[src/rtl/conv_code_pkg.sv]
// Shared constants and helpers for the rate-1/2, K=3 convolutional code (g0 = 111, g1 = 101).
package conv_code_pkg;

  localparam int unsigned K          = 3;
  localparam int unsigned NUM_STATES = 4;
  localparam logic [2:0]  G0         = 3'b111;
  localparam logic [2:0]  G1         = 3'b101;

  typedef logic [K-2:0] state_t;

  // Encoder register is {b, s1, s0}; returns {c0, c1}.
  function automatic logic [1:0] expected_pair(input state_t state, input logic b);
    logic [K-1:0] enc_reg;
    enc_reg = {b, state};
    return {^(enc_reg & G0), ^(enc_reg & G1)};
  endfunction

  function automatic logic [1:0] hamming2(input logic [1:0] x);
    return {1'b0, x[1]} + {1'b0, x[0]};
  endfunction

endpackage

[src/rtl/viterbi_acs.sv]
// Add-compare-select for one next state; ties keep predecessor a (the one with s0 = 0).
module viterbi_acs
  import conv_code_pkg::*;
#(
  parameter int unsigned PM_W = 5
) (
  input  logic [PM_W-1:0] pm_a,
  input  logic [PM_W-1:0] pm_b,
  input  logic [1:0]      bm_a,
  input  logic [1:0]      bm_b,
  output logic [PM_W-1:0] pm_new,
  output logic            dec
);

  logic [PM_W:0]   sum_a;
  logic [PM_W:0]   sum_b;
  logic [PM_W-1:0] cand_a;
  logic [PM_W-1:0] cand_b;

  always_comb begin
    sum_a  = {1'b0, pm_a} + {{(PM_W - 1){1'b0}}, bm_a};
    sum_b  = {1'b0, pm_b} + {{(PM_W - 1){1'b0}}, bm_b};
    cand_a = sum_a[PM_W] ? '1 : sum_a[PM_W-1:0];
    cand_b = sum_b[PM_W] ? '1 : sum_b[PM_W-1:0];
    dec    = (cand_b < cand_a);
    pm_new = dec ? cand_b : cand_a;
  end

endmodule

[src/rtl/viterbi_decoder.sv]
// Hard-decision four-state Viterbi decoder with register-exchange survivors; decoded bits
// emerge TB_DEPTH-1 accepted symbols after the symbol they belong to.
module viterbi_decoder
  import conv_code_pkg::*;
#(
  parameter int unsigned TB_DEPTH = 15,
  parameter int unsigned PM_W     = 5
) (
  input  logic clk,
  input  logic reset,
  input  logic in_valid,
  input  logic c0,
  input  logic c1,
  output logic out_valid,
  output logic b_hat
);

  localparam int unsigned CNT_W = $clog2(TB_DEPTH + 1);

  logic [PM_W-1:0]     pm_q   [NUM_STATES];
  logic [PM_W-1:0]     pm_d   [NUM_STATES];
  logic [PM_W-1:0]     acs_pm [NUM_STATES];
  logic [1:0]          bm     [NUM_STATES][2];
  logic [NUM_STATES-1:0] dec;
  logic [TB_DEPTH-1:0] surv_q [NUM_STATES];
  logic [TB_DEPTH-1:0] surv_d [NUM_STATES];
  logic [CNT_W-1:0]    cnt_q;
  logic [CNT_W-1:0]    cnt_d;
  logic [PM_W-1:0]     min_pm;
  state_t              best;
  logic                filled;
  logic                b_hat_d;

  always_comb begin
    for (int s = 0; s < NUM_STATES; s++) begin
      for (int b = 0; b < 2; b++) begin
        bm[s][b] = hamming2(expected_pair(state_t'(s), 1'(b)) ^ {c0, c1});
      end
    end
  end

  // Next state {b, p} is reached from {p, 0} (port a) or {p, 1} (port b) with input b.
  for (genvar ns = 0; ns < NUM_STATES; ns++) begin : g_acs
    localparam int unsigned P = ns % 2;
    localparam int unsigned B = ns / 2;
    viterbi_acs #(
      .PM_W(PM_W)
    ) u_acs (
      .pm_a  (pm_q[2*P]),
      .pm_b  (pm_q[2*P+1]),
      .bm_a  (bm[2*P][B]),
      .bm_b  (bm[2*P+1][B]),
      .pm_new(acs_pm[ns]),
      .dec   (dec[ns])
    );
  end

  always_comb begin
    state_t st;
    state_t pred;
    min_pm = acs_pm[0];
    best   = '0;
    for (int i = 1; i < NUM_STATES; i++) begin
      if (acs_pm[i] < min_pm) begin
        min_pm = acs_pm[i];
        best   = state_t'(i);
      end
    end
    for (int i = 0; i < NUM_STATES; i++) begin
      st        = state_t'(i);
      pred      = {st[0], dec[i]};
      pm_d[i]   = acs_pm[i] - min_pm;
      surv_d[i] = (surv_q[pred] << 1) | TB_DEPTH'(st[1]);
    end
    b_hat_d = surv_d[best][TB_DEPTH-1];
    cnt_d   = (cnt_q == CNT_W'(TB_DEPTH)) ? cnt_q : cnt_q + CNT_W'(1);
    filled  = (cnt_q >= CNT_W'(TB_DEPTH - 1));
  end

  always_ff @(posedge clk or posedge reset) begin
    if (reset) begin
      for (int i = 0; i < NUM_STATES; i++) begin
        pm_q[i]   <= (i == 0) ? '0 : PM_W'(4);
        surv_q[i] <= '0;
      end
      cnt_q     <= '0;
      out_valid <= 1'b0;
      b_hat     <= 1'b0;
    end else begin
      out_valid <= in_valid && filled;
      if (in_valid) begin
        pm_q   <= pm_d;
        surv_q <= surv_d;
        cnt_q  <= cnt_d;
        b_hat  <= b_hat_d;
      end
    end
  end

endmodule

[config.mk]
export PLATFORM = sky130hd
export DESIGN_NAME = viterbi_decoder
export DESIGN_NICKNAME = d
export VERILOG_FILES = /design/src/rtl/conv_code_pkg.sv /design/src/rtl/viterbi_acs.sv /design/src/rtl/viterbi_decoder.sv
export SDC_FILE = /design/constraint.sdc
export NUM_CORES = 1
export LEC_CHECK = 0
export CORE_ASPECT_RATIO = 0.8
export CORE_MARGIN = 4
export CORE_UTILIZATION = 55
export CTS_CLUSTER_SIZE = 14
export DETAILED_ROUTE_END_ITERATION = 6
export GPL_TIMING_DRIVEN = 0
export PLACE_DENSITY = 0.68
export SLEW_MARGIN = 15
export SYNTH_ARGS = -nofsm -noshare
export SYNTH_HDL_FRONTEND = slang
export SYNTH_SLANG_ARGS = --single-unit
[constraint.sdc]
create_clock -name clk -period 12.15 [get_ports clk]
set_clock_uncertainty 0.1 [all_clocks]
set_input_delay 2.43 -clock clk [delete_from_list [all_inputs] [get_ports clk]]
set_output_delay 2.43 -clock clk [all_outputs]
set_load 0.01 [all_outputs]
==> results of run 1 <==
==> cell families after synthesis <==
family,Yosys count
buffers and inverters,84
XOR/XNOR,37
adder cells (fa/ha/maj),59
AO/OA/AOI/OAI,215
flip-flops,77
AND/OR/NAND/NOR,235
multiplexers,64
==> path summary, 6_finish.rpt <==
check                      startpoint          to  slack, ns
max in group asynchronous       reset    pm_q[12]       9.01
max reg2reg                  pm_q[12]     pm_q[8]       3.18
min                         surv_q[0]   surv_q[0]       0.38
max                                c0     pm_q[8]       0.41
min in group asynchronous       reset  surv_q[25]       2.31
min reg2reg                 surv_q[0]   surv_q[0]       0.38
==> worst max-delay path, delay by kind of cell <==
kind | cells | cell delay (ns)
buf+inv | 9 | 1.65
xor+xnor | 2 | 0.29
simple gates | 5 | 0.72
compound gates | 18 | 3.65
mux | 1 | 0.32
fa+ha+maj | 10 | 2.79
==> per-layer routing <==
metal,part of all wire,vias up,routed length [um]
met5,0,-,0
met4,0.022,0,393
met3,0.065,42,1135
met2,0.44,211,7661
met1,0.48,2853,8400
li1,-,2779,-
==> layout make-up <==
class | count | area [um^2]
timing repair buffer | 14 | 137.6
tap | 148 | 185.2
multi-input combinational | 610 | 4304
buffer | 38 | 183.9
fill | 983 | 4264
clock inverter | 7 | 67.56
clock buffer | 9 | 225.2
sequential | 77 | 1931
inverter | 46 | 175.2
==> sequential cells by signal, summed over array words and instances, names as in the netlist <==
| register | count |
|---|---|
| b_hat | 1 |
| cnt_q | 4 |
| surv_q | 51 |
| pm_q | 20 |
| out_valid | 1 |
==> repair_timing <==
action                     CTS  global route
setup endpoints to repair   20            16
setup buffers                3             5
pin swaps                    1             4
resized for setup           19            15
==> stage by stage <==
step	hold WS, ns	utilization	cell area, um^2
detailed placement	0.3646	0.5842	6703
floorplan	0.3372	-	6437
CTS	0.3798	0.6191	7103
finish	0.3777	0.6284	7209
global placement	0.3651	0.5816	6673
global route	0.3958	0.6284	7209
==> cells in the final DEF, fill, tap and decap left out, types with 4 or more instances in the layout <==
master / n
nor2_1: 113
buf_1: 5
buf_2: 8
dfrtp_1: 74
nand3_1: 10
nand2_1: 59
o22ai_1: 4
nand2b_1: 9
and2_1: 4
a21o_1: 5
clkbuf_1: 19
a211oi_1: 4
a31o_2: 4
or2_2: 4
nor2b_1: 10
xnor2_1: 24
mux2_2: 10
nand4_1: 5
a31oi_1: 19
inv_1: 44
xor2_1: 11
buf_4: 11
clkdlybuf4s50_1: 5
o21a_1: 9
mux2i_1: 48
nor3_1: 8
ha_1: 51
o21ai_0: 28
a21oi_1: 86
clkbuf_16: 9
==> summary.md, run 1 <==
| Metric | Value |
|---|---|
| Initial core utilization | `0.5611` |
| Post-synth top area cell | `dfrtp_1` |
| F_max | `85.20 MHz` |
| Vias | `5885` |
| Synthesized-area fraction occupied by adder cells | `0.1129` |
| Slew Limit Fails | `0` |
| First-pass GRT wire length | `28320 um` |
| First-pass iteration count of the detailed router | `6` |
| Root Buffer | `clkbuf_16` |
| Worst r2r path cells | `39` |
| Most common cell in the netlist | `nor2_1` |
| Total GRT Usage | `0.2611` |
| Clock transition at the registers of the reported paths | `0.06 ns` |
| Worst-skew pair later-pin latency | `0.34 ns` |
| CTS sink cnt | `77` |
| Mapped Area | `6437 um^2` |
| WHS Path Cells | `1` |
| CP Launch Type | `input pin` |
| Crit path DAT | `11.84 ns` |
| Met2 usage | `0.3754` |
| Area growth from synthesis to layout | `11.99%` |
| Final Hold Vio Count | `0` |
| Mapped Nets | `829` |
| Drt initial violations | `551` |
| Count of state elements after synthesis | `77` |
| Dominant cells by area after synthesis | `dfrtp_1, ha_1, mux2i_1` |
| Largest family of logic cells by synthesized area | `compound AO/OA/AOI/OAI gates` |
| Slew @ Worst Pin | `1.006 ns` |
| Top FF cell, synth | `dfrtp_1` |
| Kind of critical path | `input pin to register` |
| Most instantiated cells after synthesis | `nor2_1, a21oi_1, dfrtp_1` |
| Core area | `11470 um^2` |
| Mean Syn Cell Area | `8.349 um^2` |
| Status | `complete, no violations` |
| CTS Hold Bufs | `0` |
| Synth Area in Compound Gates | `0.2194` |
| Final period util | `0.9660` |
| Row count | `35` |
| Routing usage on met1 | `0.3941` |
| Final setup viols | `0` |
| Simple-Gate Fraction of Synth Area | `0.1592` |
| Mux contribution to synthesized area | `0.1026` |
| Finished Layout Cells | `949` |
| Total gr overflow | `0` |
| I/O Pins | `7` |
| Hold Crit Class | `register to register` |
| Required @ worst endpoint | `12.25 ns` |
| Layout cells sized above 1 | `0.1186` |
| Ys async rst share | `1.000` |
| CTS tree | `built` |
| Dpl ws | `-1.708 ns` |
| IO Port Bufs | `5` |
| Number of flops mapped to enable cells by yosys | `0` |
| Share of the synthesized area in the top cell type | `0.2877` |
| Die width | `129.0 um` |
| Chip Height | `104.8 um` |
| Crit-path slowest cell | `clkdlybuf4s50_1` |
| Total Neg Setup Slack | `0 ns` |
| Antenna violations before repair | `0` |
| RePlAce Congestion | `0.9009` |
| Setup ws final | `0.4134 ns` |
| Die ar. | `13510 um^2` |
| Max cap viols | `0` |
| Synth warn | `0` |
| Vias in the first global route | `5542` |
| Worst-path maximum fanout | `10` |
| Num CTS Buffers | `9` |
| Synth Area in XOR/XNOR | `0.05151` |
| Drt drc | `0` |
| DR vias/cell | `6.201` |
| Mapped Cells | `771` |
| CP dominant cell by count | `ha_1` |
| Wirelength per Cell | `18.54 um` |
| Crit end category | `register` |
| Final #Nets | `854` |
| Delay of the slowest critical-path stage | `0.56 ns` |
| Minimum clock period | `11.74 ns` |
| Netlist cell types | `75` |
| Met3 Resource Use GR | `0.05468` |
| Slew headroom | `0.3293` |
| Placed cells | `925` |
| Drt total wl | `17590 um` |
| N_diodes | `0` |
| H-Tree Depth | `3` |
| Largest net degree at the start of global routing | `55` |
| Final HPWL DP | `13210 um` |
| Register area share after synthesis | `0.2999` |
| Detail Route Antenna Nets | `0` |
| Clk buf depth | `2` |
| Busiest grt layer | `met1` |
Power of run 1 is not shown: default switching activity piles up to over one toggle a cycle in this logic, so the estimate is an artifact.
==> run 2: changes to the inputs <==
--- a/config.mk
+++ b/config.mk
@@ -5,13 +5,15 @@
 export SDC_FILE = /design/constraint.sdc
 export NUM_CORES = 1
 export LEC_CHECK = 0
+export CELL_PAD_IN_SITES_DETAIL_PLACEMENT = 0
+export CELL_PAD_IN_SITES_GLOBAL_PLACEMENT = 1
 export CORE_ASPECT_RATIO = 0.8
 export CORE_MARGIN = 4
-export CORE_UTILIZATION = 55
+export CORE_UTILIZATION = 49
 export CTS_CLUSTER_SIZE = 14
 export DETAILED_ROUTE_END_ITERATION = 6
 export GPL_TIMING_DRIVEN = 0
-export PLACE_DENSITY = 0.68
+export PLACE_DENSITY = 0.78
 export SLEW_MARGIN = 15
 export SYNTH_ARGS = -nofsm -noshare
 export SYNTH_HDL_FRONTEND = slang
==> run 2 against run 1 <==
Effect of this change:
- die area grew 11%
- sequential share of layout area shrank 0.22 points
- count of clock-buffer cells in the layout grew 2
- routed wire length grew 1.6%
- via count shrank 2.0%
- register-to-register slack lost 0.09 ns
- cell count grew 2.6%
- fmax grew 0.12%
- critical path type unchanged
- largest cell class unchanged
==> summary.md, run 2 (synthesized netlist as in run 1, its figures left out) <==
| Metric | Value |
|---|---|
| Status | `complete, no violations` |
| Hold Crit Start | `surv_q[0]` |
| Worst hold slack | `0.3813 ns (+0.003606 ns)` |
| Initial core utilization | `0.5002 (-0.06087)` |
| F_max | `85.30 MHz (+0.12%)` |
| IO Port Bufs | `5 (unchanged)` |
| Placed cells | `952 (+2.9%)` |
| Die width | `136.2 um (+5.6%)` |
| Vias in the first global route | `5533 (-0.16%)` |
| Final Hold Vio Count | `0 (unchanged)` |
| Clk buf depth | `2 (unchanged)` |
| Minimum clock period | `11.72 ns (-0.01376 ns)` |
| I/O Pins | `7 (unchanged)` |
| Crit end category | `register` |
| Dpl ws | `-1.737 ns (-0.02938 ns)` |
| Vias | `5768 (-2.0%)` |
| Num CTS Buffers | `9 (unchanged)` |
| Root Buffer | `clkbuf_16` |
| H-Tree Depth | `3 (unchanged)` |
| Crit path DAT | `11.84 ns (about the same)` |
| First-pass iteration count of the detailed router | `6 (unchanged)` |
| Delay of the slowest critical-path stage | `0.55 ns (about the same)` |
| Row count | `37 (+5.7%)` |
| RePlAce Congestion | `0.8958 (-0.57%)` |
| Final HPWL DP | `13580 um (+2.8%)` |
| WHS Path Cells | `1 (unchanged)` |
| CTS sink cnt | `77 (unchanged)` |
| Worst-path maximum fanout | `10 (unchanged)` |
| Crit-path slowest cell | `clkdlybuf4s50_1` |
| N_diodes | `0 (unchanged)` |
| Worst r2r path cells | `41 (+5.1%)` |
| Commonest cells after routing, fill and taps aside | `nor2_1, a21oi_1, dfrtp_1, nand2_1, ha_1` |
| Required @ worst endpoint | `12.27 ns (+0.02 ns)` |
| Drt total wl | `17880 um (+1.6%)` |
| Total GRT Usage | `0.2438 (-0.01731)` |
| Area growth from synthesis to layout | `12.93%` |
| RR Startpoint | `pm_q[12]` |
| Layout cells sized above 1 | `0.1176 (-0.0009547)` |
| Reg2reg setup slack | `3.09 ns (-0.09 ns)` |
| Total gr overflow | `0 (unchanged)` |
| First-pass GRT wire length | `28980 um (+2.3%)` |
| Slew Limit Fails | `0 (unchanged)` |
| Hold Path End | `surv_q[0]` |
| Largest net degree at the start of global routing | `64 (+16%)` |
| Final #Nets | `852 (-0.23%)` |
| Kind of critical path | `input pin to register` |
| Wirelength per Cell | `18.35 um (-0.99%)` |
| CTS tree | `built` |
| Hold Crit Class | `register to register` |
| Regs by FF count | `surv_q x51, pm_q x20, cnt_q x4` |
| Commonest non-fill, non-tap cell in the layout | `nor2_1` |
| Core area | `12870 um^2 (+12%)` |
| Slew headroom | `0.3520 (+0.02270)` |
| Final period util | `0.9648 (-0.001132)` |
| Detail Route Antenna Nets | `0 (unchanged)` |
| Clock transition at the registers of the reported paths | `0.06 ns (about the same)` |
| Die ar. | `15050 um^2 (+11%)` |
| Drt drc | `0 (unchanged)` |
| Max cap viols | `0 (unchanged)` |
| Drt initial violations | `431 (-22%)` |
| CP Launch Type | `input pin` |
| Most flops, register | `surv_q` |
| Largest register FFs | `51 (unchanged)` |
| CP dominant cell by count | `ha_1` |
| End of the worst register-to-register path | `pm_q[19]` |
| Finished Layout Cells | `974 (+2.6%)` |
| Chip Height | `110.5 um (+5.5%)` |
| DR vias/cell | `5.922 (-4.5%)` |
| Setup ws final | `0.4272 ns (+0.01376 ns)` |
| Antenna violations before repair | `0 (unchanged)` |
| Slew @ Worst Pin | `0.9719 ns (-0.03405 ns)` |
| Final setup viols | `0 (unchanged)` |
| Post-DP Area | `6736 um^2 (+0.50%)` |
| Worst-skew pair later-pin latency | `0.34 ns (about the same)` |
| Crit path from | `c0` |
| Final Cell Area | `7269 um^2 (+0.83%)` |
-- run 2: changes by cell type in the layout (fill, tap and decap cells not counted), moves of 2 or more --
cell,previous run,this run
buf_4,11,9
o21ai_2,2,0
a21oi_1,86,83
inv_6,3,1
clkbuf_1,19,22
a21oi_2,1,4
o21ai_4,1,3
-- run 2: layer usage --
| layer | track usage | wire length, um |
|---|---|---|
| met5 | 0 | 0 |
| met4 | 0.06380 | 370 |
| met3 | 0.04053 | 822 |
| met1 | 0.3752 | 9050 |
| met2 | 0.3517 | 7632 |
-- run 2: worst max path at each step --
stage / end / slack [ns] / depth (start not counted)
2_1_floorplan: pm_q[19] / 0.63 / 43
3_3_place_gp: pm_q[13] / -1.55 / 43
3_5_place_dp: pm_q[19] / -1.74 / 44
4_1_cts: pm_q[13] / 0.02 / 43
5_1_grt: pm_q[19] / -0.05 / 45
6_report: pm_q[19] / 0.43 / 46
-- run 2: final cells by class --
class,count,area [um^2]
buffer,38,182.7
multi-input combinational,610,4347
sequential,77,1931
clock inverter,5,60.06
fill,1208,5600
timing repair buffer,12,122.6
clock buffer,11,232.7
tap,175,219.0
inverter,46,175.2
-- run 2: worst max-delay path, delay by kind of cell --
| family | cells | cell delay, ns |
|---|---|---|
| adder cells (fa/ha/maj) | 7 | 1.94 |
| AND/OR/NAND/NOR | 7 | 1.14 |
| XOR/XNOR | 2 | 0.17 |
| multiplexers | 4 | 1.05 |
| AO/OA/AOI/OAI | 17 | 3.42 |
| buffers and inverters | 9 | 1.70 |
-- run 2: what timing repair did --
item	CTS	global route
pin swaps	1	3
hold endpoints to repair	0	0
gates resized for setup	15	27
hold buffers	0	0
setup buffers	2	4
endpoints found under the setup margin	20	17
-- run 2: through the flow --
| step | utilization | TNS (ns) |
|---|---|---|
| floorplan | - | 0 |
| global placement | 0.5211 | -23.12 |
| detailed placement | 0.5234 | -26.29 |
| CTS | 0.5527 | 0 |
| global route | 0.5648 | -0.1350 |
| finish | 0.5648 | 0 |
Power of run 2 is left out for the same reason.
